`src/rtl/fifo_pkg.sv`:
```
// Shared definitions for the synchronous FIFO and its read-side drain stage.
package fifo_pkg;

    localparam int DATA_WIDTH_DEFAULT = 8;
    localparam int PKT_LEN_DEFAULT    = 4;

    typedef logic [DATA_WIDTH_DEFAULT-1:0] fifo_data_t;

endpackage

```
`src/rtl/fifo_out_buf.sv`:
```
// Small circular buffer holding captured FIFO words until the stream consumer takes them.
module fifo_out_buf
    import fifo_pkg::*;
#(
    parameter int DATA_WIDTH = DATA_WIDTH_DEFAULT,
    parameter int BUF_DEPTH  = 3,
    localparam int PW = (BUF_DEPTH > 1) ? $clog2(BUF_DEPTH) : 1,
    localparam int CW = $clog2(BUF_DEPTH + 1)
) (
    input  logic                  clk,
    input  logic                  rst,
    input  logic                  clear,
    input  logic                  push,
    input  logic                  pop,
    input  logic [DATA_WIDTH-1:0] din,
    output logic [DATA_WIDTH-1:0] dout,
    output logic [CW-1:0]         count
);

    localparam logic [PW-1:0] PTR_LAST = PW'(BUF_DEPTH - 1);

    logic [DATA_WIDTH-1:0] mem [BUF_DEPTH];
    logic [PW-1:0]         wr_ptr;
    logic [PW-1:0]         rd_ptr;
    logic                  pop_ok;

    function automatic logic [PW-1:0] ptr_next(input logic [PW-1:0] p);
        return (p == PTR_LAST) ? '0 : p + PW'(1);
    endfunction

    assign pop_ok = pop && (count != '0);
    assign dout   = mem[rd_ptr];

    always_ff @(posedge clk or negedge rst) begin
        if (!rst) begin
            wr_ptr <= '0;
            rd_ptr <= '0;
            count  <= '0;
        end else if (clear) begin
            wr_ptr <= '0;
            rd_ptr <= '0;
            count  <= '0;
        end else begin
            if (push)
                wr_ptr <= ptr_next(wr_ptr);
            if (pop_ok)
                rd_ptr <= ptr_next(rd_ptr);
            case ({push, pop_ok})
                2'b10:   count <= count + CW'(1);
                2'b01:   count <= count - CW'(1);
                default: count <= count;
            endcase
        end
    end

    // Storage carries no reset; the occupancy count alone decides what is valid.
    always_ff @(posedge clk) begin
        if (push && !clear)
            mem[wr_ptr] <= din;
    end

endmodule

```
`src/rtl/fifo_rd_stream.sv`:
```
// Drains the FIFO into a local buffer and presents it as a framed valid/ready stream.
module fifo_rd_stream
    import fifo_pkg::*;
#(
    parameter int DATA_WIDTH = DATA_WIDTH_DEFAULT,
    parameter int BUF_DEPTH  = 3,
    parameter int PKT_LEN    = PKT_LEN_DEFAULT
) (
    input  logic                  clk,
    input  logic                  rst,
    input  logic                  fifo_empty,
    input  logic [DATA_WIDTH-1:0] fifo_data_out,
    output logic                  fifo_r_en,
    output logic                  m_valid,
    input  logic                  m_ready,
    output logic [DATA_WIDTH-1:0] m_data,
    output logic                  m_last,
    input  logic                  flush
);

    localparam int CW = $clog2(BUF_DEPTH + 1);
    localparam int BW = (PKT_LEN > 1) ? $clog2(PKT_LEN) : 1;
    localparam logic [BW-1:0] BEAT_LAST = BW'(PKT_LEN - 1);
    localparam logic [CW:0]   ISSUE_MAX = (CW + 1)'(BUF_DEPTH - 1);

    logic [CW-1:0]         occ;
    logic [CW:0]           pending;
    logic                  inflight;
    logic [BW-1:0]         beat_cnt;
    logic [DATA_WIDTH-1:0] head;
    logic                  pop;

    // Reserve a slot for every word already requested, so m_ready never reaches r_en.
    assign pending   = {1'b0, occ} + (CW + 1)'(inflight);
    assign fifo_r_en = rst && !fifo_empty && !flush && (pending <= ISSUE_MAX);

    assign m_valid = (occ != '0);
    assign m_data  = m_valid ? head : '0;
    assign m_last  = m_valid && (beat_cnt == BEAT_LAST);
    assign pop     = m_valid && m_ready && !flush;

    fifo_out_buf #(
        .DATA_WIDTH (DATA_WIDTH),
        .BUF_DEPTH  (BUF_DEPTH)
    ) u_buf (
        .clk   (clk),
        .rst   (rst),
        .clear (flush),
        .push  (inflight && !flush),
        .pop   (pop),
        .din   (fifo_data_out),
        .dout  (head),
        .count (occ)
    );

    always_ff @(posedge clk or negedge rst) begin
        if (!rst) begin
            inflight <= 1'b0;
            beat_cnt <= '0;
        end else begin
            inflight <= fifo_r_en;
            if (flush)
                beat_cnt <= '0;
            else if (pop)
                beat_cnt <= (beat_cnt == BEAT_LAST) ? '0 : beat_cnt + BW'(1);
        end
    end

endmodule
```
`config.mk`:
```
export PLATFORM = sky130hd
export DESIGN_NAME = fifo_rd_stream
export DESIGN_NICKNAME = d
export VERILOG_FILES = /design/src/rtl/fifo_pkg.sv /design/src/rtl/fifo_out_buf.sv /design/src/rtl/fifo_rd_stream.sv
export SDC_FILE = /design/constraint.sdc
export NUM_CORES = 1
export LEC_CHECK = 0
export CORE_MARGIN = 3
export CORE_UTILIZATION = 55
export DETAILED_ROUTE_END_ITERATION = 8
export PLACE_DENSITY_LB_ADDON = 0.08
export SLEW_MARGIN = 20
export SYNTH_ARGS = -nofsm -noshare
export SYNTH_HDL_FRONTEND = slang
export SYNTH_SLANG_ARGS = --single-unit
```
`constraint.sdc`:
```
create_clock -name clk -period 3.2 [get_ports clk]
set_clock_uncertainty 0.05 [all_clocks]
set_input_delay 0.48 -clock clk [delete_from_list [all_inputs] [get_ports clk]]
set_output_delay 0.48 -clock clk [all_outputs]
set_load 0.02 [all_outputs]
```
* Word-level counts from Yosys, hierarchy flattened *
Memories as Yosys holds them, arrays and structs flattened.
Cells that the tools add are included.

word-level totals
  word-level logic and storage cells = 48
  bits in writable memories = 24
  register bits = 9
  input port bits = 13
  memories = 1

cells by class
  eq/ne operators = 5
  add/sub/neg operators = 6
  mux-type cells = 14
  magnitude comparators = 1
  reduce and logical (&&, ||, !) cells = 16

memory list
  memory     depth  width  read ports  clocked after Yosys merged registers in  write ports  RTL line            source
  u_buf.mem  3      8      1           0                                        1            fifo_out_buf.sv:22  logic [DATA_WIDTH-1:0] mem [BUF_DEPTH];

operators by type and width
  kind                                                                              number
  2-bit 2-to-1 mux                                                                  10
  1-bit logical AND                                                                 9
  2-bit by 1-bit adder with 2-bit output, second input constant                     4
  2-bit equality test, second input constant                                        4
  8-bit 2-to-1 mux                                                                  1
  2-bit nonzero test                                                                4
  2-bit one-hot mux with 2 select lines                                             1
  2-bit by 1-bit adder with 3-bit output                                            1
  3-bit by 2-bit less-or-equal comparator with 1-bit output, second input constant  1
  3-bit nonzero test                                                                1
  2-bit by 1-bit equality test with 1-bit output, second input constant             1
  1-bit zero test                                                                   2
  1-bit 2-to-1 mux                                                                  2
  2-bit by 1-bit subtractor with 2-bit output, second input constant                1

* Logic depth before layout (Yosys ltp) *
Gate-level depths: netlist (run 1).

  depth after elaboration = 7
  gate-level depth with buffers = 5
  gate-level depth less buffers = 5

* By module *
From an unflattened synthesis (run 1), not the netlist that was laid out.

unflattened totals
  cells, all modules = 117
  area, all modules = 1,524.0 um2

by module, submodules not included
  module          seq. area each (um2)  cells each  area each (um2)  instances
  fifo_out_buf    870.8                 85          1,218.7          1
  fifo_rd_stream  75.1                  32          305.3            1

* Least setup slack after synthesis (run 1) *
No wires, ideal clock.

  kind = reg2out
  start point = reg u_buf.count[0]
  end point = out fifo_r_en
  arrival = 1.661 ns
  buffers on the path = 0
  cell stages (with the launch flop) = 6
  path slack = 1.009 ns
  path through = dfrtp_1 -> ha_1 -> ha_1 -> nor2_1 -> a21oi_1 -> nor4b_1

on the way
  longest elaborated chain between the ends = 3

ends and longest elaborated chain
  item                                                       RTL line              source
  start, declared                                            fifo_out_buf.sv:17    output logic [CW-1:0] count
  start signal, assigned                                     fifo_out_buf.sv:49    2'b10: count <= count + CW'(1);
  start signal, assigned                                     fifo_out_buf.sv:50    2'b01: count <= count - CW'(1);
  start signal, assigned                                     fifo_out_buf.sv:51    default: count <= count;
  2-bit by 1-bit adder with 3-bit output                     fifo_rd_stream.sv:34  assign pending = {1'b0, occ} + (CW + 1)'(inflight);
  3-bit by 2-bit less-or-equal comparator with 1-bit output  fifo_rd_stream.sv:35  assign fifo_r_en = rst && !fifo_empty && !flush && (pending <= ISSUE_MAX);
  1-bit logical AND                                          fifo_rd_stream.sv:35
  end, declared                                              fifo_rd_stream.sv:13  output logic fifo_r_en,

No other way between the ends.

* Final worst setup path (run 1) *
  start point = reg inflight
  end point = out fifo_r_en

on the way
  longest elaborated chain between the ends = 3

ends and longest elaborated chain
  item                                                       RTL line              source
  start, declared                                            fifo_rd_stream.sv:28  logic inflight;
  start signal, assigned                                     fifo_rd_stream.sv:61  inflight <= fifo_r_en;
  2-bit by 1-bit adder with 3-bit output                     fifo_rd_stream.sv:34
  3-bit by 2-bit less-or-equal comparator with 1-bit output  fifo_rd_stream.sv:35
  1-bit logical AND                                          fifo_rd_stream.sv:35

No other way between the ends.

==> flow_summary.yaml, run 1 <==
status:
  outcome: "complete, no violations"
clocking:
  numClockSinks: 33
  cts_tree: "done"
  worst_skew_pair.late_latency_ns: 0.32
  clock-root-buffer: "sky130_fd_sc_hd__clkbuf_4"
  cts_buffers: 5
  cts_post_setup_buffers_inserted: 0
  cts_buffer_depth: 2
  worst_setup_hold_path_clk_slew_ns: 0.10
  cts.htree.levels: 2
global_routing:
  number_of_antenna_violations_at_the_first_check_in_global_routing: 0
  pin_count_of_the_biggest_net_entering_global_routing: 12
  grt_first_pass_wirelength_um: 4370
  globalRoute.totalOverflow: 0
  grt_pass1_vias: 927
  grt_use_total_pct: 18.4
synth:
  synthTopCellsByCount: "sky130_fd_sc_hd__edfxtp_1 (24), sky130_fd_sc_hd__nor2_1 (14), sky130_fd_sc_hd__mux2i_1 (12), sky130_fd_sc_hd__dfrtp_1 (9), sky130_fd_sc_hd__mux2_2 (8)"
  xor_xnor_cell_area_share_of_the_yosys_netlist_pct: 0.606
  synth_cell_type_count: 25
  synthSimpleGateAreaFrac_pct: 10.3
  muxShareOfSynthArea_pct: 14.5
  synth_fa_ha_area_share_pct: 3.46
  synth.top_cell.area_share_pct: 49.8
  cells_after_synth: 104
  synthArstFlopShare_pct: 27.3
  synth_area_sq_mm: 0.00145
  yosys_most_used_dff: "sky130_fd_sc_hd__edfxtp_1"
  synth_top_cells_by_area: "sky130_fd_sc_hd__edfxtp_1 (50%), sky130_fd_sc_hd__dfrtp_1 (16%), sky130_fd_sc_hd__mux2i_1 (8.3%)"
  postSynthRegisterBits: 33
  ys_seq_area_share_pct: 65.4
  dominant_combinational_cell_family_by_area_after_synthesis: "multiplexers"
  synth_warnings: 0
  synth_compound_gate_area_share_pct: 3.29
  avgSynthCellArea_sq_um: 13.9
  number_of_flops_mapped_to_enable_cells_by_yosys: 24
  netlist.top_cell.by_area: "sky130_fd_sc_hd__edfxtp_1"
  mappedNetlistNets: 121
  yosys.cell_count.top_type: "sky130_fd_sc_hd__edfxtp_1"
place:
  final_weighted_congestion_in_routability_driven_placement: 0.681
  area_of_placed_instances_sq_mm: 0.00173
  hpwlAfterDp_um: 1740
  dp_slack_ns: 0.473
  placement.io_buffers: 23
layout:
  num-fill-cells: 152
  diodes: 0
  nets: 151
  post_route_cells_drive_above_1_share_pct: 17.0
  postLayoutCellArea_sq_mm: 0.00178
  flow.area_growth_from_synthesis_pct: 23.3
timing:
  worst_slew_margin_relative_to_its_limit_pct: 50.2
  grt_setup_unrepaired: "no"
  final.hold.worst_slack_ns: 0.427
  tns_ns: 0
  final_max_slew_viol_count: 0
  finalSetupViolations: 0
  final_min_period_over_clock_period_pct: 89.7
  max_freq_ghz: 0.349
  layout_min_cycle_time_ns: 2.87
  worst_slew_pin_slew_ns: 0.744
  count_of_endpoints_failing_hold_in_the_final_timing_report: 0
  finalWorstSetupSlack_ns: 0.331
floorplanning:
  floorplan.die.height_um: 57.3
  initial_utilization_pct: 61.3
  dieWidth_um: 57.3
  die_area_sq_mm: 0.00328
  row_count: 17
  core_sq_mm: 0.00236
  ios: 24
routing:
  initialDrtViolationCount: 27
  via_count: 875
  wl_um: 2420
  drtAntennaViolNets: 0
  drt_first_pass_iters: 4
  routedWlPerCell_um: 14.9
  drc: 0
  routed_via_density: 5.37
setup_path:
  critical_path.max_stage_delay_ns: 0.66
  critical-path-top-cell-by-count: "sky130_fd_sc_hd__ha_1"
  timing.critical_path.arrival_ns: 2.34
  crit-reg2reg-capture: "inflight"
  cp_data_required_time_ns: 2.67
  critical_path.max_fanout: 9
  ff2ff_path_depth: 5
  timing.critical_path.to_type: "primary output"
  cp_slowest_cell: "sky130_fd_sc_hd__clkdlybuf4s50_1"
  crit_chain: "ha_1 -> inv_1 -> ha_1 -> a21oi_1 -> nor4b_2 -> clkdlybuf4s50_1"
  crit_path_start_kind: "register"
  timing_worst_setup_path_type: "reg2out"
  r2r_start: "inflight"
  timing.reg2reg.setup_slack_ns: 1.68
power:
  total_power_mw: 0.734
  power-per-cell-area_mw_per_mm2: 412
  p_leak_nw: 0.644
  vdd_drop_max_mv: 0.315
run:
  max-cap-violations: 0
hold_path:
  hold_class: "in2async"
critical path, delay by kind of cell (launching register included):
kind | cells | cell delay [ns]
AOI/OAI and AO/OA | 1 | 0.07
adders and majority gates | 2 | 0.49
buffers and inverters | 2 | 0.71
DFF | 1 | 0.49
and+or+nand+nor | 1 | 0.26
layer usage:
metal  track usage, %  part of all wire, %  vias up
li1                 -                    -      433
met1             21.5                   44      417
met2             31.6                   49       20
met3             7.24                  5.4        5
met4             4.97                  1.4        0
met5                0                    0        -
metrics by stage:
step	cells	util, %
finish	163	75.5
global route	163	75.5
CTS	163	75.3
detailed placement	155	73.1
global placement	155	73.1
floorplan	104	-
cell families after synthesis:
family | after synthesis
AO/OA/AOI/OAI | 8
multiplexers | 20
XOR/XNOR | 1
AND/OR/NAND/NOR | 30
buffers and inverters | 8
flip-flops | 33
adder cells (fa/ha/maj) | 4
placed cells by master, fill, tap and decap left out:
cell,count
sky130_fd_sc_hd__xor2_1,1
sky130_fd_sc_hd__nor2b_1,1
sky130_fd_sc_hd__nor4b_2,1
sky130_fd_sc_hd__nor2_1,14
sky130_fd_sc_hd__clkbuf_4,5
sky130_fd_sc_hd__a21oi_1,5
sky130_fd_sc_hd__or3b_1,1
sky130_fd_sc_hd__clkdlybuf4s50_1,23
sky130_fd_sc_hd__dfrtp_1,9
sky130_fd_sc_hd__clkinv_2,2
sky130_fd_sc_hd__o21ai_0,1
sky130_fd_sc_hd__edfxtp_1,24
sky130_fd_sc_hd__nor3b_1,2
sky130_fd_sc_hd__ha_1,4
sky130_fd_sc_hd__buf_4,5
sky130_fd_sc_hd__clkbuf_1,1
sky130_fd_sc_hd__a2111oi_0,1
sky130_fd_sc_hd__inv_1,3
sky130_fd_sc_hd__mux2i_1,12
sky130_fd_sc_hd__nand3b_1,1
sky130_fd_sc_hd__or3_1,1
sky130_fd_sc_hd__or2_2,1
sky130_fd_sc_hd__o21ai_2,1
sky130_fd_sc_hd__mux2_2,8
sky130_fd_sc_hd__nand2b_1,2
sky130_fd_sc_hd__nand2_1,4
sky130_fd_sc_hd__nor3_1,2
layout make-up:
class	instances	area, sq um	area share (%)
inverter	3	11.3	0.632
tap	28	35.0	1.96
sequential	33	946	53.1
clock buffer	6	41.3	2.32
timing repair buffer	28	268	15.0
multi-input combinational	63	472	26.5
clock inverter	2	10.0	0.561
worst max path at each step:
stage / start / endpoint / slack (ns) / cells after the start
CTS: inflight / fifo_r_en / 0.16 / 6
global route: inflight / fifo_r_en / 0.14 / 6
detailed placement: flush / fifo_r_en / 0.47 / 3
finish: inflight / fifo_r_en / 0.33 / 6
floorplan: u_buf.count[0] / fifo_r_en / 1.01 / 5
global placement: flush / fifo_r_en / 0.56 / 3
where the power goes:
group	total (mW)	internal [mW]	switching, mW
combinational	0.0555	0.0310	0.0245
sequential	0.470	0.464	0.00578
clock	0.209	0.0835	0.125
state kept, by name (all words and copies together), names as in the netlist:
name	cells
inflight	1
u_buf.wr_ptr	2
u_buf.rd_ptr	2
beat_cnt	2
u_buf.mem	24
u_buf.count	2
repair_timing:
action	in CTS	in global routing
hold buffers	0	0
gates resized for setup	0	1
setup endpoints to repair	0	1
(Power assumes the default switching activity.)
==> inputs of run 2 (changes only) <==
--- a/config.mk
+++ b/config.mk
@@ -8,6 +8,7 @@
 export CORE_MARGIN = 3
 export CORE_UTILIZATION = 55
 export DETAILED_ROUTE_END_ITERATION = 8
+export GPL_ROUTABILITY_DRIVEN = 0
 export PLACE_DENSITY_LB_ADDON = 0.08
 export SLEW_MARGIN = 20
 export SYNTH_ARGS = -nofsm -noshare
==> results of run 2 <==
The final DEF is identical to that of run 1; final timing and power are the same.
==> inputs of run 3 (changes only) <==
--- a/config.mk
+++ b/config.mk
@@ -5,7 +5,6 @@
 export SDC_FILE = /design/constraint.sdc
 export NUM_CORES = 1
 export LEC_CHECK = 0
-export CORE_MARGIN = 3
 export CORE_UTILIZATION = 55
 export DETAILED_ROUTE_END_ITERATION = 8
 export GPL_ROUTABILITY_DRIVEN = 0
==> constraint.sdc (replaced) <==
create_clock -name clk -period 3.2 [get_ports clk]
set_clock_uncertainty 0.05 [all_clocks]
set_input_delay 0.48 -clock clk [delete_from_list [all_inputs] [get_ports clk]]
set_output_delay 0.48 -clock clk [all_outputs]
set_load 0.05 [all_outputs]
==> flow_summary.yaml, run 3 (synthesis gave the netlist of run 1 again) <==
clocking:
  ctsResizeCount: 0
  numClockSinks: 33
  worst_skew_pair.late_latency_ns: 0.32
  cts_buffer_depth: 2
  cts.htree.levels: 2
  cts_tree: "done"
  worst_setup_hold_path_clk_slew_ns: 0.10
  cts_post_setup_buffers_inserted: 0
  clock-root-buffer: "sky130_fd_sc_hd__clkbuf_4"
  cts_buffers: 5
  post_cts_hold_fix_bufs: 0
routing:
  wl_um: 2320
  routed_via_density: 5.33
  routedWlPerCell_um: 14.1
  initialDrtViolationCount: 18
  drt_first_pass_iters: 4
  drc: 0
  drtAntennaViolNets: 0
  via_count: 874
run:
  max-cap-violations: 0
global_routing:
  grt_first_pass_wirelength_um: 3770
  number_of_antenna_violations_at_the_first_check_in_global_routing: 0
  global_route_track_usage_on_met1_pct: 24.5
  grt_pass1_vias: 820
  grt.met3_usage_pct: 9.77
  globalRoute.totalOverflow: 0
  grt_use_total_pct: 20.7
  pin_count_of_the_biggest_net_entering_global_routing: 12
  gr-usage-met2_pct: 31.7
  gr-max-usage-layer: "met2"
floorplanning:
  die_area_sq_mm: 0.00284
  row_count: 18
  initial_utilization_pct: 58.4
  floorplan.die.height_um: 53.3
  ios: 24
  dieWidth_um: 53.3
  core_sq_mm: 0.00248
place:
  place.detailed.instances: 156
  placement.io_buffers: 23
  dp_slack_ns: 0.776
  hpwlAfterDp_um: 1560
layout:
  diodes: 0
  num-fill-cells: 167
  area.sequential_sq_um: 946
  most_flops_register: "u_buf.mem"
  layout_common_cells: "sky130_fd_sc_hd__edfxtp_1 (24), sky130_fd_sc_hd__clkdlybuf4s50_1 (22), sky130_fd_sc_hd__nor2_1 (14)"
  nets: 150
  multiInputGateArea_sq_um: 465
  post_route_cells_drive_above_1_share_pct: 15.7
  flow.area_growth_from_synthesis_pct: 24.0
  layout_commonest_cell: "sky130_fd_sc_hd__edfxtp_1"
  finish.cell_count_without_fillers: 164
  flip_flop_count_of_the_largest_register_all_copies_and_words_added: 24
timing:
  worst_slew_pin_slew_ns: 0.524
  layout_min_cycle_time_ns: 2.73
  tns_ns: 0
  grt_setup_unrepaired: "no"
  final_max_slew_viol_count: 0
  finalWorstSetupSlack_ns: 0.471
  count_of_endpoints_failing_hold_in_the_final_timing_report: 0
  final_min_period_over_clock_period_pct: 85.3
  finalSetupViolations: 0
  max_freq_ghz: 0.366
  worst_slew_margin_relative_to_its_limit_pct: 65.1
setup_path:
  timing.critical_path.to_type: "primary output"
  timing.critical_path.arrival_ns: 2.20
  ff2ff_path_depth: 5
  critical_path.max_fanout: 11
  crit_path_start_kind: "register"
  timing_worst_setup_path_type: "reg2out"
  timing.reg2reg.setup_slack_ns: 1.59
  cp_data_required_time_ns: 2.67
power:
  vdd_drop_max_mv: 0.406
  power-per-cell-area_mw_per_mm2: 460
  p_leak_nw: 0.646
hold_path:
  hold_class: "in2async"
status:
  outcome: "complete, no violations"
[run 3: power by group]
part	internal (mW)	switching (mW)
Combinational	0.0299	0.0320
Clock	0.163	0.130
Sequential	0.464	0.00573
Total	0.657	0.167
[run 3: cell type report]
class                   count  area share (%)
clock buffers               6            2.30
clock inverters             2            1.88
inverters                   3           0.628
multi-input cells          63            26.0
flip-flops and latches     33            52.8
well taps                  30            2.09
repair buffers             27            14.4
[run 3: path summary, 6_finish.rpt]
path / start / to
setup reg to reg: inflight / inflight
hold / removal: rst / u_buf.rd_ptr[0]
setup / recovery: u_buf.rd_ptr[0] / m_data[1]
min in group clk: beat_cnt[1] / beat_cnt[1]
hold reg to reg: beat_cnt[1] / beat_cnt[1]
max in group asynchronous: rst / u_buf.count[0]
[run 3: critical path, cell delays in order, from the launching register on]
cell and delay, ns:
sky130_fd_sc_hd__dfrtp_1 0.60, sky130_fd_sc_hd__mux2_2 0.39, sky130_fd_sc_hd__mux2i_1 0.13, sky130_fd_sc_hd__nor2_1 0.05, sky130_fd_sc_hd__clkdlybuf4s50_1 0.71
[run 3: per-layer routing]
layer / routed length [um] / part of all wire (%) / vias up
li1: - / - / 437
met1: 1010 / 44 / 416
met2: 1180 / 51 / 16
met3: 87 / 3.8 / 5
met4: 41 / 1.8 / 0
met5: 0 / 0 / -
[run 3: metrics by stage]
stage | hold WS (ns) | cell area [sq um] | util (%) | total power, mW
floorplan | 0.134 | 1450 | - | 0.510
global placement | 0.457 | 1720 | 69.3 | 0.540
detailed placement | 0.478 | 1720 | 69.3 | 0.542
CTS | 0.407 | 1790 | 72.4 | 0.831
global route | 0.406 | 1790 | 72.4 | 0.863
finish | 0.408 | 1790 | 72.4 | 0.824
